[config.mk]
export PLATFORM = sky130hd
export DESIGN_NAME = despachador_trabajos
export DESIGN_NICKNAME = d
export VERILOG_FILES = /design/src/rtl/despachador_trabajos.sv
export SDC_FILE = /design/constraint.sdc
export NUM_CORES = 1
export LEC_CHECK = 0
export BUFFER_PORTS_ARGS = -buffer_cell sky130_fd_sc_hd__buf_2
export CORE_ASPECT_RATIO = 1.5
export CORE_MARGIN = 2
export CORE_UTILIZATION = 45
export DETAILED_ROUTE_END_ITERATION = 8
export PLACE_DENSITY = 0.76
export SYNTH_ARGS = -nofsm -noshare
export SYNTH_HDL_FRONTEND = slang
export SYNTH_SLANG_ARGS = --single-unit
[constraint.sdc]
create_clock -name clk -period 1.6 [get_ports clk]
set_input_delay 0.16 -clock clk [delete_from_list [all_inputs] [get_ports clk]]
set_output_delay 0.16 -clock clk [all_outputs]
set_load 0.03 [all_outputs]
[src/rtl/despachador_trabajos.sv]
// Job loader for sistema_area: collects payload+target bytes, runs one search, returns nonce/hash.
// Optional RUN-state watchdog enabled by defining DESPACHO_TIMEOUT_EN.
module despachador_trabajos #(
    parameter int PAYLOAD_BYTES  = 12,
    parameter int NONCE_W        = 32,
    parameter int HASH_W         = 24,
    parameter int TIMEOUT_CYCLES = 65536
) (
    input  logic                       clk,
    input  logic                       reset_n,
    input  logic                       in_valid,
    input  logic [7:0]                 in_byte,
    output logic                       in_ready,
    output logic [8*PAYLOAD_BYTES-1:0] payload,
    output logic [7:0]                 target,
    output logic                       active,
    input  logic                       terminado,
    input  logic [NONCE_W-1:0]         nonceIn,
    input  logic [HASH_W-1:0]          hashIn,
    output logic                       res_valid,
    input  logic                       res_ready,
    output logic [NONCE_W-1:0]         res_nonce,
    output logic [HASH_W-1:0]          res_hash,
    output logic                       res_timeout,
    output logic                       busy
);

    localparam int PW = 8 * PAYLOAD_BYTES;
    localparam int CW = $clog2(PAYLOAD_BYTES + 1);

    typedef enum logic [1:0] {
        S_COLLECT,
        S_RUN,
        S_RESULT
    } state_t;

    state_t          r_state;
    state_t          w_next;
    logic [CW-1:0]   r_cnt;
    logic [PW-1:0]   r_payload;
    logic [7:0]      r_target;
    logic [NONCE_W-1:0] r_nonce;
    logic [HASH_W-1:0]  r_hash;
    logic            w_in_hs;
    logic            w_last_byte;
    logic            w_expire;

    // in_ready is masked by reset_n so no byte is offered during the reset cycle.
    assign in_ready    = reset_n && (r_state == S_COLLECT);
    assign w_in_hs     = in_valid && in_ready;
    assign w_last_byte = (r_cnt == CW'(PAYLOAD_BYTES));

    assign payload   = r_payload;
    assign target    = r_target;
    assign active    = (r_state == S_RUN);
    assign res_valid = (r_state == S_RESULT);
    assign res_nonce = r_nonce;
    assign res_hash  = r_hash;
    assign busy      = (r_state != S_COLLECT);

`ifdef DESPACHO_TIMEOUT_EN
    localparam int TW = $clog2(TIMEOUT_CYCLES + 1);

    logic [TW-1:0] r_tmo_cnt;
    logic          r_timeout;

    // Counter holds zero outside RUN, so every RUN entry starts a fresh count.
    always_ff @(posedge clk) begin
        if (!reset_n || r_state != S_RUN) begin
            r_tmo_cnt <= '0;
        end else begin
            r_tmo_cnt <= r_tmo_cnt + TW'(1);
        end
    end

    assign w_expire    = (r_state == S_RUN) && (r_tmo_cnt == TW'(TIMEOUT_CYCLES - 1));
    assign res_timeout = r_timeout;
`else
    assign w_expire    = 1'b0;
    assign res_timeout = 1'b0;
`endif

    always_ff @(posedge clk) begin
        if (!reset_n) begin
            r_state <= S_COLLECT;
        end else begin
            r_state <= w_next;
        end
    end

    always_comb begin
        w_next = r_state;
        case (r_state)
            S_COLLECT: if (w_in_hs && w_last_byte)  w_next = S_RUN;
            S_RUN:     if (terminado || w_expire)   w_next = S_RESULT;
            S_RESULT:  if (res_ready)               w_next = S_COLLECT;
            default:                                w_next = S_COLLECT;
        endcase
    end

    always_ff @(posedge clk) begin
        if (!reset_n) begin
            r_cnt     <= '0;
            r_payload <= '0;
            r_target  <= '0;
            r_nonce   <= '0;
            r_hash    <= '0;
`ifdef DESPACHO_TIMEOUT_EN
            r_timeout <= 1'b0;
`endif
        end else begin
            if (w_in_hs) begin
                if (w_last_byte) begin
                    r_target <= in_byte;
                    r_cnt    <= '0;
                end else begin
                    // Byte k lands in slot k counted from the MSB end; other slots keep old data.
                    for (int k = 0; k < PAYLOAD_BYTES; k++) begin
                        if (r_cnt == CW'(k)) r_payload[PW-1-8*k -: 8] <= in_byte;
                    end
                    r_cnt <= r_cnt + CW'(1);
                end
            end
            if (r_state == S_RUN) begin
                // terminado takes priority over a simultaneous watchdog expiry.
                if (terminado) begin
                    r_nonce <= nonceIn;
                    r_hash  <= hashIn;
`ifdef DESPACHO_TIMEOUT_EN
                    r_timeout <= 1'b0;
                end else if (w_expire) begin
                    r_nonce   <= '1;
                    r_hash    <= '0;
                    r_timeout <= 1'b1;
`endif
                end
            end
        end
    end

endmodule

Word level (Yosys, flattened, before mapping)
Index checks and enable logic that the tools add are counted.
- bitwise operators: 1
- add/subtract/negate cells: 1
- equality and inequality tests: 17
- reductions and logical operators: 21
- multiplexer cells: 5
- operators by type and width (operator ; count):
    $reduce_and 3->1 ; 13
    $eq 4x4->1 const B ; 5
    $eq 4x3->1 const B ; 4
    $eq 4x2->1 const B ; 2
    $mux 2 ; 3
    $ne 2x1->1 const B ; 3
    $pmux 2 s3 ; 1
    $add 4x1->4 const B ; 1
    $eq 4x1->1 const B ; 1
    $logic_not 4->1 ; 1
    $mux 4 ; 1
    $reduce_and 2->1 ; 2
    $logic_and 1x1->1 ; 3
    $eq 2x1->1 const B ; 1
    $eq 2x2->1 const B ; 1
    $logic_not 2->1 ; 1
    $reduce_bool 2->1 ; 1
    $not 1->1 ; 1
- bits of input ports: 69
- flip-flop bits (word level): 166
- output and inout port bits: 165

Longest topological paths before layout
Gate-level depths: netlist of run 1.
- depth after elaboration: 6
- mapped depth: 6

Worst setup path before layout of run 1
Ideal clock, no wire load.
- path type: flip-flop to output port
- start point: reg r_state[1]
- end point: out in_ready
- arrival time: 1288 ps
- path buffers: 1
- setup slack: 152 ps
- stages on the path, launching flop included: 4
- cell sequence: dfxtp_1 -> buf_2 -> or2_2 -> nor2_1
- longest elaborated chain between the ends: 2
- RTL lines (what ; line ; source):
    start: declaration ; 37 ; state_t r_state;
    start signal: assignment ; 87 ; r_state <= w_next;
    $logic_not 2->1 ; 49 ; assign in_ready = reset_n && (r_state == S_COLLECT);
    $logic_and 1x1->1 ; 49 ;
    end: declaration ; 13 ; output logic in_ready,
No other way between the ends.

Final worst setup path of run 1
Ends and elaborated chain as after synthesis.

==> results of run 1 <==
area by class of cell:
class | instances | area share (%)
Clock buffer | 19 | 5.206
Clock inverter | 13 | 1.381
Inverter | 3 | 0.1294
Multi-Input combinational cell | 435 | 30.12
Sequential cell | 166 | 38.23
Tap cell | 162 | 2.330
Timing Repair Buffer | 313 | 22.61
stage by stage:
step	std cells	util (%)	setup slack (ns)
final	1111	64.28	0.07055
after global routing	1111	64.28	0.01370
after CTS	1107	64.03	0.01063
after detailed placement	1024	55.98	0.1551
after global placement	1024	55.98	0.1955
after floorplan	655	-	0.1522
synthesized netlist by cell type, types with 2 or more instances:
cell      number  area, sq um
and3_1         3        18.77
buf_2         14        70.07
clkbuf_1      26        97.59
dfxtp_1      166         3323
o31ai_1        2        15.01
mux2i_1      104         1041
ha_1           4        50.05
nand3_1        4        20.02
buf_4          6        45.04
nand4_4        4        85.08
nand2_1      228        855.8
a21oi_1       58        290.3
and3_4         3        33.78
buf_6          4        45.04
nor2b_1        4        25.02
inv_1          2        7.510
power breakdown:
part / switching (mW) / internal (mW)
Clock: 1.70 / 2.24
Combinational: 0.330 / 0.258
Sequential: 0.0187 / 4.16
Total: 2.05 / 6.66
worst reg2reg max path: cells and delay by family, from the launching register on:
kind | cells | cell delay (ns)
buffers and inverters | 1 | 0.12
multiplexers | 1 | 0.25
AND/OR/NAND/NOR | 1 | 0.35
adder cells (fa/ha/maj) | 1 | 0.34
flip-flops | 1 | 0.34
state kept, by name, summed over array words and instances (netlist names):
| register | cells |
|---|---|
| target | 8 |
| res_nonce | 32 |
| res_hash | 24 |
| payload | 96 |
| r_state | 2 |
| r_cnt | 4 |
per-layer routing:
layer	vias up	track usage, %	share of wire (%)
met4	0	12.81	3.7
met1	2549	26.37	39
met5	-	0	0
li1	2708	-	-
met3	43	5.780	6.7
met2	246	41.45	51
cells by family (layout without fill, tap and decap cells):
kind of cell,after synthesis,count (layout),synth area share [%]
compound gates,64,64,5.404
fa+ha+maj,4,4,0.8036
buf+inv,54,348,4.640
flops,166,166,53.35
mux,104,104,16.71
other cells,1,1,0.06021
simple gates,262,262,19.02
worst max path at each step:
stage | end | slack, ns | depth (start not counted)
CTS | in_ready | 0.01 | 3
finish | in_ready | 0.07 | 3
detailed placement | payload[2] | 0.16 | 4
global route | in_ready | 0.01 | 3
global placement | payload[7] | 0.20 | 4
floorplan | in_ready | 0.15 | 3
repair_timing:
item | in CTS | in global routing
endpoints found under the hold margin | 52 | 0
setup buffers | 0 | 4
setup endpoints to repair | 1 | 9
hold buffers | 52 | 0
resized for setup | 1 | 3
pin swaps | 1 | 0
==> report_table.html, run 1 <==
<table>
<tr><th>Metric</th><th>Value</th></tr>
<tr><th colspan="2">Worst setup path</th></tr>
<tr><td>Start-to-end type of the worst setup path</td><td>reg -&gt; out</td></tr>
<tr><td>Reg-to-reg endpoint</td><td>payload[31]</td></tr>
<tr><td>Number of buffers and inverters on the critical path</td><td>1</td></tr>
<tr><td>Largest fanout of any net on the critical path</td><td>8</td></tr>
<tr><td>Data arrival time at the worst-slack endpoint</td><td>1.37 ns</td></tr>
<tr><td>Cell-by-cell trace of the critical path</td><td>or2_2 &gt; nor2_2 &gt; buf_4</td></tr>
<tr><td>Beginning of the critical path</td><td>r_state[1]</td></tr>
<tr><td>Internal reg-to-reg setup slack</td><td>0.12 ns</td></tr>
<tr><td>Path depth of the worst reg2reg path</td><td>4</td></tr>
<tr><td>Type of destination of the critical path</td><td>output pin</td></tr>
<tr><td>Launch point of the worst reg-to-reg path</td><td>r_cnt[0]</td></tr>
<tr><td>Highest-delay cell along the critical path</td><td>dfxtp_2</td></tr>
<tr><td>Family of cells with the greatest summed delay on the critical path</td><td>simple AND/OR/NAND/NOR gates</td></tr>
<tr><td>CP Launch Type</td><td>flip-flop</td></tr>
<tr><td>Worst stage delay on the critical path</td><td>roughly 0.36 ns</td></tr>
<tr><td>Worst Path Required</td><td>1.44 ns</td></tr>
<tr><th colspan="2">Synthesis</th></tr>
<tr><td>Commonest register cell after synthesis</td><td>dfxtp_1</td></tr>
<tr><td>Mapped Nets</td><td>roughly 730</td></tr>
<tr><td>Number of enable flip-flop cells after synthesis</td><td>0</td></tr>
<tr><td>FF+latch count, synth</td><td>~170</td></tr>
<tr><td>Post-synthesis cell area</td><td>6228 sq um</td></tr>
<tr><td>Count of warnings emitted by yosys</td><td>0</td></tr>
<tr><td>Sequential cell area fraction in the yosys report</td><td>53.35%</td></tr>
<tr><td>Distinct cell type count of the synthesized netlist</td><td>39</td></tr>
<tr><td>Post-Syn Instances</td><td>655</td></tr>
<tr><td>Fraction of synthesis flops using an asynchronous set or reset pin</td><td>0%</td></tr>
<tr><td>Syn Area/Cell</td><td>~9.5 sq um</td></tr>
<tr><th colspan="2">Cells and area</th></tr>
<tr><td>Top library cells by usage in the layout, fill and taps aside</td><td>230 x buf_2, 228 x nand2_1, 164 x dfxtp_1</td></tr>
<tr><td>Register area</td><td>3326 sq um</td></tr>
<tr><td>Post-route cell area</td><td>between 8000 and 9000 sq um</td></tr>
<tr><td>Final net count</td><td>1009</td></tr>
<tr><td>Most common cell after layout, fill and taps aside</td><td>buf_2</td></tr>
<tr><td>Fraction of layout cells with a size suffix above 1</td><td>32.98%</td></tr>
<tr><td>Area of combinational cells with multiple inputs</td><td>between 2000 and 3000 sq um</td></tr>
<tr><td>Fill count</td><td>1073</td></tr>
<tr><td>Ant diodes</td><td>0</td></tr>
<tr><td>Layout overhead on the synthesized area</td><td>39.67%</td></tr>
<tr><th colspan="2">Clocking</th></tr>
<tr><td>Clk buf depth</td><td>2</td></tr>
<tr><td>Clk Tree Root Cell</td><td>clkbuf_16</td></tr>
<tr><td>Number of buffers created by CTS</td><td>17</td></tr>
<tr><td>Clk slew on worst S/H paths</td><td>0.06 ns</td></tr>
<tr><td>Number of H-tree levels</td><td>4</td></tr>
<tr><td>Clock sinks</td><td>166</td></tr>
<tr><td>Clock tree from TritonCTS</td><td>done</td></tr>
<tr><td>Clock latency at the later pin of the worst-skew pair</td><td>0.42 ns</td></tr>
<tr><th colspan="2">Global routing</th></tr>
<tr><td>Antenna violations before repair</td><td>0</td></tr>
<tr><td>Overall routing resource usage</td><td>23.76%</td></tr>
<tr><td>Via count of the first global-routing pass</td><td>5209</td></tr>
<tr><td>First-pass GRT wire length</td><td>27250 um</td></tr>
<tr><td>Total congestion overflow after global routing</td><td>0</td></tr>
<tr><td>Maximum number of pins on one net before global-route repair</td><td>58</td></tr>
<tr><th colspan="2">Status</th></tr>
<tr><td>Outcome</td><td>completed</td></tr>
<tr><th colspan="2">Floorplan</th></tr>
<tr><td>Number of rows in the core area</td><td>52</td></tr>
<tr><td>Height of the die</td><td>148.1 um</td></tr>
<tr><td>I/O pin count</td><td>approximately 230</td></tr>
<tr><td>Placeable core region</td><td>between 10000 and 15000 sq um</td></tr>
<tr><td>Die ar.</td><td>14820 sq um</td></tr>
<tr><td>Die width</td><td>~100 um</td></tr>
<tr><td>Initial cell density of the core</td><td>46.02%</td></tr>
<tr><th colspan="2">Power</th></tr>
<tr><td>IR Drop Worst-Case VDD</td><td>0.7323 mV</td></tr>
<tr><td>Pleak</td><td>4.226 nW</td></tr>
<tr><td>Power consumption</td><td>just under 9 mW</td></tr>
<tr><td>P per Cell Area</td><td>between 1000 and 1500 nW/um^2</td></tr>
<tr><th colspan="2">STA</th></tr>
<tr><td>Fin Setup TNS</td><td>0 ns</td></tr>
<tr><td>Hold Slack</td><td>~0.039 ns</td></tr>
<tr><td>Pins Over Slew Limit</td><td>0</td></tr>
<tr><td>Final worst path period share</td><td>95.59%</td></tr>
<tr><td>Clock tree skew after final layout</td><td>around 0.011 ns</td></tr>
<tr><td>Final-report hold violation count</td><td>0</td></tr>
<tr><td>Shortest period the worst path allows</td><td>1.529 ns</td></tr>
<tr><td>Final setup violation count</td><td>0</td></tr>
<tr><td>RSZ-0062 raised after global routing</td><td>false</td></tr>
<tr><td>Fmax achieved</td><td>roughly 650 MHz</td></tr>
<tr><th colspan="2">Route</th></tr>
<tr><td>Total wire length after detailed routing</td><td>17880 um</td></tr>
<tr><td>1st-pass router iterations</td><td>5</td></tr>
<tr><td>Avg WL per Cell</td><td>~16 um</td></tr>
<tr><td>Number of design rule violations left after detail routing</td><td>0</td></tr>
<tr><td>Via density per instance</td><td>around 5</td></tr>
<tr><td>Count of vias placed by the detailed router</td><td>roughly 5500</td></tr>
<tr><td>1st-iter DRT viols</td><td>215</td></tr>
<tr><td>Post-DRT Antenna Nets</td><td>0</td></tr>
<tr><th colspan="2">Worst hold path</th></tr>
<tr><td>Path class of the lowest-slack min-delay path</td><td>in -&gt; reg</td></tr>
<tr><td>End point of the worst hold path</td><td>res_hash[1]</td></tr>
<tr><td>Critical hold path startpoint</td><td>hashIn[1]</td></tr>
<tr><td>Worst hold stages</td><td>3</td></tr>
<tr><th colspan="2">Job</th></tr>
<tr><td>Max-capacitance violation count</td><td>0</td></tr>
<tr><th colspan="2">Placement</th></tr>
<tr><td>Final HPWL from detailed placement</td><td>11550 um</td></tr>
<tr><td>I/O Buffers</td><td>232</td></tr>
<tr><td>Area of placed instances</td><td>around 7600 sq um</td></tr>
<tr><td>Weighted congestion reported at the end of routability-driven placement</td><td>roughly 0.84</td></tr>
</table>
Power figures use the tool's default switching activity.
==> inputs of run 2 (changes only) <==
--- a/config.mk
+++ b/config.mk
@@ -5,12 +5,12 @@
 export SDC_FILE = /design/constraint.sdc
 export NUM_CORES = 1
 export LEC_CHECK = 0
-export BUFFER_PORTS_ARGS = -buffer_cell sky130_fd_sc_hd__buf_2
 export CORE_ASPECT_RATIO = 1.5
 export CORE_MARGIN = 2
 export CORE_UTILIZATION = 45
 export DETAILED_ROUTE_END_ITERATION = 8
-export PLACE_DENSITY = 0.76
+export DONT_BUFFER_PORTS = 1
+export PLACE_DENSITY = 0.62
 export SYNTH_ARGS = -nofsm -noshare
 export SYNTH_HDL_FRONTEND = slang
 export SYNTH_SLANG_ARGS = --single-unit
==> report_table.html, run 2 (synthesized netlist as in run 1, its figures left out) <==
<table>
<tr><th>Metric</th><th>Value</th></tr>
<tr><th colspan="2">Power</th></tr>
<tr><td>IR Drop Worst-Case VDD</td><td>0.6056 mV</td></tr>
<tr><td>Pleak</td><td>~3.1 nW</td></tr>
<tr><td>P per Cell Area</td><td>1138 nW/um^2</td></tr>
<tr><td>Power consumption</td><td>9.087 mW</td></tr>
<tr><th colspan="2">Route</th></tr>
<tr><td>Total wire length after detailed routing</td><td>roughly 17000 um</td></tr>
<tr><td>Via density per instance</td><td>5.401</td></tr>
<tr><td>Count of vias placed by the detailed router</td><td>4931</td></tr>
<tr><td>1st-pass router iterations</td><td>7</td></tr>
<tr><td>Number of design rule violations left after detail routing</td><td>0</td></tr>
<tr><td>1st-iter DRT viols</td><td>132</td></tr>
<tr><td>Avg WL per Cell</td><td>approximately 19 um</td></tr>
<tr><td>Post-DRT Antenna Nets</td><td>0</td></tr>
<tr><th colspan="2">Cells and area</th></tr>
<tr><td>Final non-filler cell total</td><td>between 900 and 1000</td></tr>
<tr><td>Final core occ</td><td>58.99%</td></tr>
<tr><td>Most common cell after layout, fill and taps aside</td><td>nand2_1</td></tr>
<tr><td>Layout overhead on the synthesized area</td><td>28.16%</td></tr>
<tr><td>Top library cells by usage in the layout, fill and taps aside</td><td>228 x nand2_1, 165 x dfxtp_1, 104 x mux2i_1</td></tr>
<tr><td>Ant diodes</td><td>0</td></tr>
<tr><td>Fraction of layout cells with a size suffix above 1</td><td>9.587%</td></tr>
<tr><td>Flip-flop count of the largest register after layout</td><td>96</td></tr>
<tr><td>Final net count</td><td>about 810</td></tr>
<tr><td>Post-route cell area</td><td>7983 sq um</td></tr>
<tr><td>Fill count</td><td>1119</td></tr>
<tr><th colspan="2">Placement</th></tr>
<tr><td>Inst Count DP</td><td>785</td></tr>
<tr><td>I/O Buffers</td><td>0</td></tr>
<tr><td>Area of placed instances</td><td>6335 sq um</td></tr>
<tr><td>Final HPWL from detailed placement</td><td>10930 um</td></tr>
<tr><td>Pre-CTS worst setup slack</td><td>0.08936 ns</td></tr>
<tr><td>Weighted congestion reported at the end of routability-driven placement</td><td>0.7816</td></tr>
<tr><th colspan="2">Global routing</th></tr>
<tr><td>Maximum number of pins on one net before global-route repair</td><td>slightly below 70</td></tr>
<tr><td>Overall routing resource usage</td><td>22.42%</td></tr>
<tr><td>Total congestion overflow after global routing</td><td>0</td></tr>
<tr><td>First-pass GRT wire length</td><td>25800 um</td></tr>
<tr><td>Via count of the first global-routing pass</td><td>4823</td></tr>
<tr><td>Antenna violations before repair</td><td>0</td></tr>
<tr><th colspan="2">Clocking</th></tr>
<tr><td>Clock tree from TritonCTS</td><td>done</td></tr>
<tr><td>Clk Tree Root Cell</td><td>clkbuf_16</td></tr>
<tr><td>Number of H-tree levels</td><td>4</td></tr>
<tr><td>Clock latency at the later pin of the worst-skew pair</td><td>0.42 ns</td></tr>
<tr><td>Clk buf depth</td><td>2</td></tr>
<tr><td>Clk slew on worst S/H paths</td><td>0.06 ns</td></tr>
<tr><td>Clock sinks</td><td>166</td></tr>
<tr><td>Number of buffers created by CTS</td><td>17</td></tr>
<tr><th colspan="2">STA</th></tr>
<tr><td>Final-report hold violation count</td><td>0</td></tr>
<tr><td>Hold Slack</td><td>0.06906 ns</td></tr>
<tr><td>Final worst path period share</td><td>95.15%</td></tr>
<tr><td>Shortest period the worst path allows</td><td>~1.5 ns</td></tr>
<tr><td>Final setup violation count</td><td>0</td></tr>
<tr><td>Fin Setup TNS</td><td>0 ns</td></tr>
<tr><td>Clock tree skew after final layout</td><td>around 0.014 ns</td></tr>
<tr><td>Remaining max-slew budget at the tightest pin</td><td>approximately half</td></tr>
<tr><td>Pins Over Slew Limit</td><td>0</td></tr>
<tr><td>Post-route setup slack</td><td>0.07761 ns</td></tr>
<tr><td>Least-Margin Pin Slew</td><td>0.7268 ns</td></tr>
<tr><td>Fmax achieved</td><td>between 600 and 700 MHz</td></tr>
<tr><th colspan="2">Worst setup path</th></tr>
<tr><td>Start-to-end type of the worst setup path</td><td>reg -&gt; out</td></tr>
<tr><td>Worst Path Required</td><td>1.44 ns</td></tr>
<tr><td>Data arrival time at the worst-slack endpoint</td><td>roughly 1.4 ns</td></tr>
<tr><td>CP Launch Type</td><td>flip-flop</td></tr>
<tr><td>Largest fanout of any net on the critical path</td><td>8</td></tr>
<tr><td>Type of destination of the critical path</td><td>output pin</td></tr>
<tr><th colspan="2">Job</th></tr>
<tr><td>Max-capacitance violation count</td><td>0</td></tr>
<tr><th colspan="2">Floorplan</th></tr>
<tr><td>I/O pin count</td><td>234</td></tr>
<tr><td>Die ar.</td><td>14820 sq um</td></tr>
<tr><td>Initial cell density of the core</td><td>46.02%</td></tr>
<tr><td>Height of the die</td><td>148.1 um</td></tr>
<tr><td>Number of rows in the core area</td><td>52</td></tr>
<tr><td>Die width</td><td>about 100 um</td></tr>
<tr><td>Placeable core region</td><td>13530 sq um</td></tr>
<tr><th colspan="2">Worst hold path</th></tr>
<tr><td>Path class of the lowest-slack min-delay path</td><td>in -&gt; reg</td></tr>
<tr><th colspan="2">Status</th></tr>
<tr><td>Outcome</td><td>completed</td></tr>
</table>
[run 2: cell count changes in the layout (fill, tap and decap cells not counted), sizes merged]
cell         change
clkbuf           -1
inv              +4
buf            -241
dlygate4sd3     +43
clkinvlp         -3
clkinv           -3
bufinv           +3
[run 2: what timing repair did]
action	4_1_cts	5_1_grt
gates resized for setup	3	3
buffers inserted	1	0
hold buffers	96	0
endpoints found under the setup margin	3	36
hold endpoints to repair	163	0
[run 2: where the power goes]
part | leakage, nW | switching (mW) | internal (mW) | total, mW
Sequential | 1.34 | 0.0753 | 4.16 | 4.23
Clock | 0.321 | 1.74 | 2.71 | 4.45
Combinational | 1.47 | 0.221 | 0.180 | 0.401
Total | 3.13 | 2.04 | 7.05 | 9.09
[run 2: per-layer routing]
layer / up-vias / wire (um) / share of wire, % / track usage (%)
met5: - / 0 / 0 / 0
met4: 0 / 346 / 2.0 / 9.384
met3: 25 / 1599 / 9.3 / 7.801
met2: 226 / 8960 / 52 / 40.37
met1: 2364 / 6318 / 37 / 23.45
li1: 2316 / - / - / -
[run 2: area by class of cell]
type	instances	area, sq um	share of cell area, %
Clock buffer	18	439.2	5.502
Tap cell	162	202.7	2.539
Clock inverter	14	209.0	2.618
Timing Repair Buffer	115	1159	14.51
Multi-Input combinational cell	435	2635	33.01
Inverter	3	11.26	0.1411
Sequential cell	166	3327	41.68
[run 2: path summary, 6_finish.rpt]
| kind | to | slack, ns | depth (start not counted) | start |
|---|---|---|---|---|
| worst max-delay path | in_ready | 0.08 | 4 | r_state[0] |
| worst min-delay path | res_nonce[28] | 0.07 | 2 | reset_n |
| worst max register to register | payload[85] | 0.11 | 5 | r_state[1] |
| worst min register to register | r_state[0] | 0.49 | 1 | r_state[1] |
[run 2: worst max-delay path, cell delays in order, from the launching register on]
cell,delay (ns)
dfxtp_1,0.30
buf_4,0.15
or2_4,0.24
nor2_1,0.09
buf_4,0.17
